**config.mk**
```make
export PLATFORM = sky130hd
export DESIGN_NAME = pipe_ctrl_flat
export DESIGN_NICKNAME = d
export VERILOG_FILES = /design/src/rtl/pipe_ctrl_if.sv /design/src/rtl/pipe_ctrl.sv /design/src/flat_wrapper.sv
export SDC_FILE = /design/constraint.sdc
export NUM_CORES = 1
export LEC_CHECK = 0
export CAP_MARGIN = 10
export CORE_MARGIN = 5
export CORE_UTILIZATION = 45
export CTS_CLUSTER_SIZE = 16
export DETAILED_ROUTE_END_ITERATION = 7
export PLACE_DENSITY = 0.83
export REMOVE_ABC_BUFFERS = 1
export SLEW_MARGIN = 20
export SYNTH_ARGS = -nofsm -noshare
export SYNTH_HDL_FRONTEND = slang
export SYNTH_SLANG_ARGS = --single-unit
```
**constraint.sdc**
```tcl
create_clock -name clk -period 2.8 [get_ports clk]
set_input_delay 0.42 -clock clk [delete_from_list [all_inputs] [get_ports clk]]
set_output_delay 0.42 -clock clk [all_outputs]
set_load 0.02 [all_outputs]
```
**src/rtl/pipe_ctrl_if.sv**
```systemverilog
// Handshake bundle between the ID-stage pipeline controller (slave) and the
// datapath that feeds it and consumes its stall/flush decisions (master).
interface pipe_ctrl_if;
    logic [15:0] ins_id;
    logic        id_valid;
    logic        wb_write_flag;
    logic [2:0]  wb_write_addr;
    logic        branch_taken;
    logic        issue;
    logic        stall;
    logic        bubble_ex;
    logic        flush_ifid;
    logic [7:0]  pending;
    logic [15:0] stall_cnt;

    modport master (
        output ins_id, id_valid, wb_write_flag, wb_write_addr, branch_taken,
        input  issue, stall, bubble_ex, flush_ifid, pending, stall_cnt
    );

    modport slave (
        input  ins_id, id_valid, wb_write_flag, wb_write_addr, branch_taken,
        output issue, stall, bubble_ex, flush_ifid, pending, stall_cnt
    );
endinterface

```
**src/rtl/pipe_ctrl.sv**
```systemverilog
// ID-stage hazard controller: register scoreboard, RUN/FLUSH branch FSM and a saturating stall counter.
// Optional build macro PIPE_CTRL_WB_BYPASS_EN: reads of a register being written back this cycle do not hazard.
module pipe_ctrl (
    input logic        clk,
    input logic        rst,
    pipe_ctrl_if.slave bus
);

    typedef enum logic {
        RUN   = 1'b0,
        FLUSH = 1'b1
    } state_t;

    state_t      state;
    logic [7:0]  pending_q;
    logic [15:0] stall_cnt_q;

    logic [3:0]  opcode;
    logic [2:0]  src1;
    logic [2:0]  src2;
    logic [2:0]  dest;
    logic        rd_src1;
    logic        rd_src2;
    logic        wr_dest;
    logic [7:0]  wb_mask;
    logic [7:0]  read_pending;
    logic        hazard;
    logic        issue_c;
    logic        stall_c;
    logic        bubble_c;
    logic        flush_c;
    logic [7:0]  pending_nxt;
    logic        unused_ins_bits;

    function automatic logic [15:0] sat_inc(input logic [15:0] v);
        return (v == 16'hFFFF) ? v : v + 16'd1;
    endfunction

    // Set is applied after clear so a new writer wins over a retiring one.
    function automatic logic [7:0] next_pending(input logic [7:0] cur,
                                                input logic       clr,
                                                input logic [2:0] clr_addr,
                                                input logic       set,
                                                input logic [2:0] set_addr);
        logic [7:0] n;
        n = cur;
        if (clr) n[clr_addr] = 1'b0;
        if (set) n[set_addr] = 1'b1;
        n[0] = 1'b0;
        return n;
    endfunction

    assign unused_ins_bits = ^bus.ins_id[2:0];

    always_comb begin
        opcode  = bus.ins_id[15:12];
        src1    = bus.ins_id[11:9];
        src2    = bus.ins_id[8:6];
        dest    = bus.ins_id[5:3];
        rd_src1 = 1'b0;
        rd_src2 = 1'b0;
        wr_dest = 1'b0;
        if (opcode == 4'h0) begin
            rd_src1 = 1'b1;
            rd_src2 = 1'b1;
            wr_dest = 1'b1;
        end else if (opcode <= 4'h7) begin
            rd_src1 = 1'b1;
            wr_dest = 1'b1;
            dest    = bus.ins_id[8:6];
        end else if (opcode != 4'hF) begin
            rd_src1 = 1'b1;
            rd_src2 = 1'b1;
        end
    end

    assign wb_mask = bus.wb_write_flag ? (8'h01 << bus.wb_write_addr) : 8'h00;

`ifdef PIPE_CTRL_WB_BYPASS_EN
    // Write-through register file: the value being written is already visible to the reader.
    assign read_pending = pending_q & ~wb_mask;
`else
    assign read_pending = pending_q;
`endif

    // The destination check always uses the raw scoreboard: WAW is never bypassed.
    assign hazard = bus.id_valid & ((rd_src1 & read_pending[src1]) |
                                    (rd_src2 & read_pending[src2]) |
                                    (wr_dest & pending_q[dest]));

    always_comb begin
        issue_c  = 1'b0;
        stall_c  = 1'b0;
        bubble_c = 1'b0;
        flush_c  = 1'b0;
        if (!rst) begin
            issue_c = 1'b0;
        end else if (state == FLUSH || bus.branch_taken) begin
            flush_c  = 1'b1;
            bubble_c = 1'b1;
        end else if (hazard) begin
            stall_c  = 1'b1;
            bubble_c = 1'b1;
        end else begin
            issue_c = bus.id_valid;
        end
    end

    assign pending_nxt = next_pending(pending_q,
                                      bus.wb_write_flag, bus.wb_write_addr,
                                      issue_c & wr_dest, dest);

    always_ff @(posedge clk or negedge rst) begin
        if (!rst) begin
            state       <= RUN;
            pending_q   <= 8'h00;
            stall_cnt_q <= 16'h0000;
        end else begin
            case (state)
                RUN:     if (bus.branch_taken) state <= FLUSH;
                FLUSH:   state <= RUN;
                default: state <= RUN;
            endcase
            pending_q <= pending_nxt & ~(wb_mask & 8'h00) ;
            if (stall_c) stall_cnt_q <= sat_inc(stall_cnt_q);
        end
    end

    assign bus.issue      = issue_c;
    assign bus.stall      = stall_c;
    assign bus.bubble_ex  = bubble_c;
    assign bus.flush_ifid = flush_c;
    assign bus.pending    = pending_q;
    assign bus.stall_cnt  = stall_cnt_q;

endmodule

```
**src/flat_wrapper.sv**
```systemverilog
// flat-port wrapper written by rule: the top's interface ports become plain ports
module pipe_ctrl_flat 
  (clk, rst, bus_ins_id, bus_id_valid, bus_wb_write_flag, bus_wb_write_addr, bus_branch_taken, bus_issue, bus_stall, bus_bubble_ex, bus_flush_ifid, bus_pending, bus_stall_cnt);
  pipe_ctrl_if bus_i ();
  input logic clk;
  input logic rst;
  input wire logic [$bits(bus_i.ins_id)-1:0] bus_ins_id;
  input wire logic [$bits(bus_i.id_valid)-1:0] bus_id_valid;
  input wire logic [$bits(bus_i.wb_write_flag)-1:0] bus_wb_write_flag;
  input wire logic [$bits(bus_i.wb_write_addr)-1:0] bus_wb_write_addr;
  input wire logic [$bits(bus_i.branch_taken)-1:0] bus_branch_taken;
  output wire logic [$bits(bus_i.issue)-1:0] bus_issue;
  output wire logic [$bits(bus_i.stall)-1:0] bus_stall;
  output wire logic [$bits(bus_i.bubble_ex)-1:0] bus_bubble_ex;
  output wire logic [$bits(bus_i.flush_ifid)-1:0] bus_flush_ifid;
  output wire logic [$bits(bus_i.pending)-1:0] bus_pending;
  output wire logic [$bits(bus_i.stall_cnt)-1:0] bus_stall_cnt;
  assign bus_i.ins_id = bus_ins_id;
  assign bus_i.id_valid = bus_id_valid;
  assign bus_i.wb_write_flag = bus_wb_write_flag;
  assign bus_i.wb_write_addr = bus_wb_write_addr;
  assign bus_i.branch_taken = bus_branch_taken;
  assign bus_issue = bus_i.issue;
  assign bus_stall = bus_i.stall;
  assign bus_bubble_ex = bus_i.bubble_ex;
  assign bus_flush_ifid = bus_i.flush_ifid;
  assign bus_pending = bus_i.pending;
  assign bus_stall_cnt = bus_i.stall_cnt;
  pipe_ctrl u_core (.clk(clk), .rst(rst), .bus(bus_i));
endmodule
```
==> results.md <==
* Vias in the first global route at 1,577
* Fin crit share at 0.9726
* Placed cells at 261
* Die Wd at 68.27 um
* Crit path DAT at 2.30 ns
* Clock buffer depth at 2
* Root buffer cell: clkbuf_4
* Register area at 600.6 um^2
* Crit-path cells: clkdlybuf4s15_2, or3b_4, and3_4, o32ai_4, nor3b_2, or2_4, a31o_4, buf_6
* Post-Route WL at 4449 um
* Worst skew pair latency at 0.30 ns
* Sequential share of the synthesized area at 0.3931
* H-tree depth at 1
* Largest net degree at the start of global routing at 25
* Starting Density at 0.4615
* CP bufs+invs at 2
* Fillers at 266
* Tightest Hold Check Type: flip-flop to flip-flop
* Power Dens Cells at 386.8 mW/mm^2
* Utilization after layout at 0.6969
* Outcome: completed
* Critical path's slowest cell: or3b_4
* Crit Path Category: primary input to output port
* Yosys warning count at 0
* DR vias at 1,543
* Ys flop type: dfrtp_1
* Port bufs at 47
* DRC errors left at 0
* Crit Path Max Fanout at 9
* Vert. Die Dim at 68.27 um
* Post-synth cell types at 46
* Critical path's largest stage delay at 0.46 ns
* Delay-heaviest family, CP: simple AND/OR/NAND/NOR gates
* Final Hold Vio Count at 0
* VDD IR max at 0.0003522 V
* Share of cells above drive strength 1 at 0.2805
* Synth top area cells: dfrtp_1, xnor2_1, o41ai_1, mux4_2, and3_1
* CP startpoint kind: primary input
* # rows at 21
* Post-synth top area share at 0.3931
* Area of the multi-input gates at 957.2 um^2
* Final Non-Filler Cells at 267
* EDFF count, synth at 0
* Most frequent cells in the layout: clkdlybuf4s50_1, buf_4, dfrtp_1, xnor2_1, nand2_1
* # diodes at 0
* Avg Cell Area, Syn at 10.18 um^2
* Die footprint at 0.004660 mm^2
* First-pass GRT wire length at 7217 um
* I/O pin count at 52
* Pre-antenna DRT Iters at 4
* Ys async rst share at 1.000
* Hold_buf cts at 0
* WL/cell at 16.66 um
* Yosys reg bits at 24
* CTS tree: done
* RSZ-0062 raised after global routing: false
* Routed vias/inst at 5.779
* Synth Instances at 150
* Core ar. at 0.003311 mm^2
* Area growth syn-to-layout at 51.02%
* Max-slew violation count at 0
* Critical Path RT at 2.38 ns
* Pre-CTS setup slack at -0.6751 ns
* Initial antenna violation count at 0
* GRT Total Usage at 0.2023
* Minimum clock period at 2.723 ns
* Reg clk slew, reported paths at 0.13 ns
* Routed Antenna Nets at 0
* Final setup viols at 0
* CTS Buf Count at 3
* Nets at 247
* Mapped Area at 0.001528 mm^2
* Max Cap Violations at 0
* Fmax at 367.2 MHz
* P_leak at 0.0009811 uW
* Gr ovfl total at 0
* GPL Wtd Cong at 0.8978
* Clock Sinks at 24
* Final TNS setup at 0 ns
* Post-synth top area cell: dfrtp_1
* Hpwl dp at 3388 um
* Most common cell after layout, fill and taps aside: clkdlybuf4s50_1
* Starting DRT DRC Count at 62
* Type of destination of the critical path: output port
* Clock skew at 0.001664 ns
* Worst Slack Setup Final at 0.07665 ns
==> where the power goes <==
group	internal [uW]	switching [uW]
logic	156	145
registers	373	37.4
clock network	79.2	102
total	608	284
==> state kept, by name, summed over array words and instances (netlist names) <==
signal                cells
u_core.bus.pending        7
u_core.state              1
u_core.bus.stall_cnt     16
==> final timing paths <==
check	to	cells past startpoint	slack, ns	from
setup / recovery	bus_bubble_ex	8	0.08	bus_ins_id[15]
hold / removal	u_core.state	1	0.44	u_core.state
setup reg to reg	u_core.bus.pending[5]	6	0.53	u_core.bus.pending[1]
hold reg to reg	u_core.state	1	0.44	u_core.state
max in group asynchronous	u_core.bus.pending[6]	2	1.92	rst
min in group asynchronous	u_core.bus.pending[4]	2	0.65	rst
==> routing by layer <==
layer,global-route usage,wire length [um],vias to the layer above
met4,0.04963,102,0
met2,0.3887,2297,68
met5,0,0,-
met1,0.2270,1752,747
li1,-,-,716
met3,0.03612,296,12
==> synthesized netlist by cell type (2+ instances only) <==
master / instances
a211oi_1: 4
a21boi_0: 2
a31oi_1: 4
and2_1: 2
and3_1: 7
and4_1: 3
buf_4: 2
buf_6: 2
clkbuf_1: 2
dfrtp_1: 24
inv_1: 2
mux2_2: 2
mux2i_1: 3
mux4_2: 2
nand2_1: 11
nand2b_1: 3
nand3_1: 8
nand4_1: 5
nor2_1: 2
nor2b_1: 5
nor3_1: 3
nor3b_1: 2
o21ai_0: 6
o31ai_1: 3
o41ai_1: 6
or2_2: 2
xnor2_1: 13
xor2_1: 2
==> logic make-up (layout without fill, tap and decap cells) <==
kind of cell	count (synthesis)	count (layout)	share of synthesized area
AND/OR/NAND/NOR	59	59	0.2334
AO/OA/AOI/OAI	35	35	0.1785
flip-flops	24	24	0.3931
XOR/XNOR	15	15	0.08600
buffers and inverters	8	79	0.03440
multiplexers	7	7	0.06388
adder cells (fa/ha/maj)	1	1	0.008189
other	1	1	0.002455
==> per-stage QoR <==
step | hold WS [ns] | total power, uW | area (um^2)
floorplan | 0.1244 | 531.8 | 1483
global placement | 0.4170 | 682.5 | 2191
detailed placement | 0.4248 | 695.9 | 2191
CTS | 0.4435 | 891.4 | 2301
global route | 0.4555 | 938.4 | 2307
finish | 0.4450 | 892.4 | 2307
==> repair_timing <==
item / in CTS / in global routing
setup buffers: 1 / 1
hold endpoints to repair: 0 / 0
setup endpoints to repair: 3 / 3
resized for setup: 41 / 9
pin swaps: 5 / 6
==> area by class of cell <==
cell class | instances | share of cell area
multi-input cells | 118 | 0.4149
inverters | 2 | 0.003254
flip-flops and latches | 24 | 0.2603
repair buffers | 73 | 0.2809
clock buffers | 4 | 0.01573
well taps | 46 | 0.02495
Power figures use the tool's default switching activity.
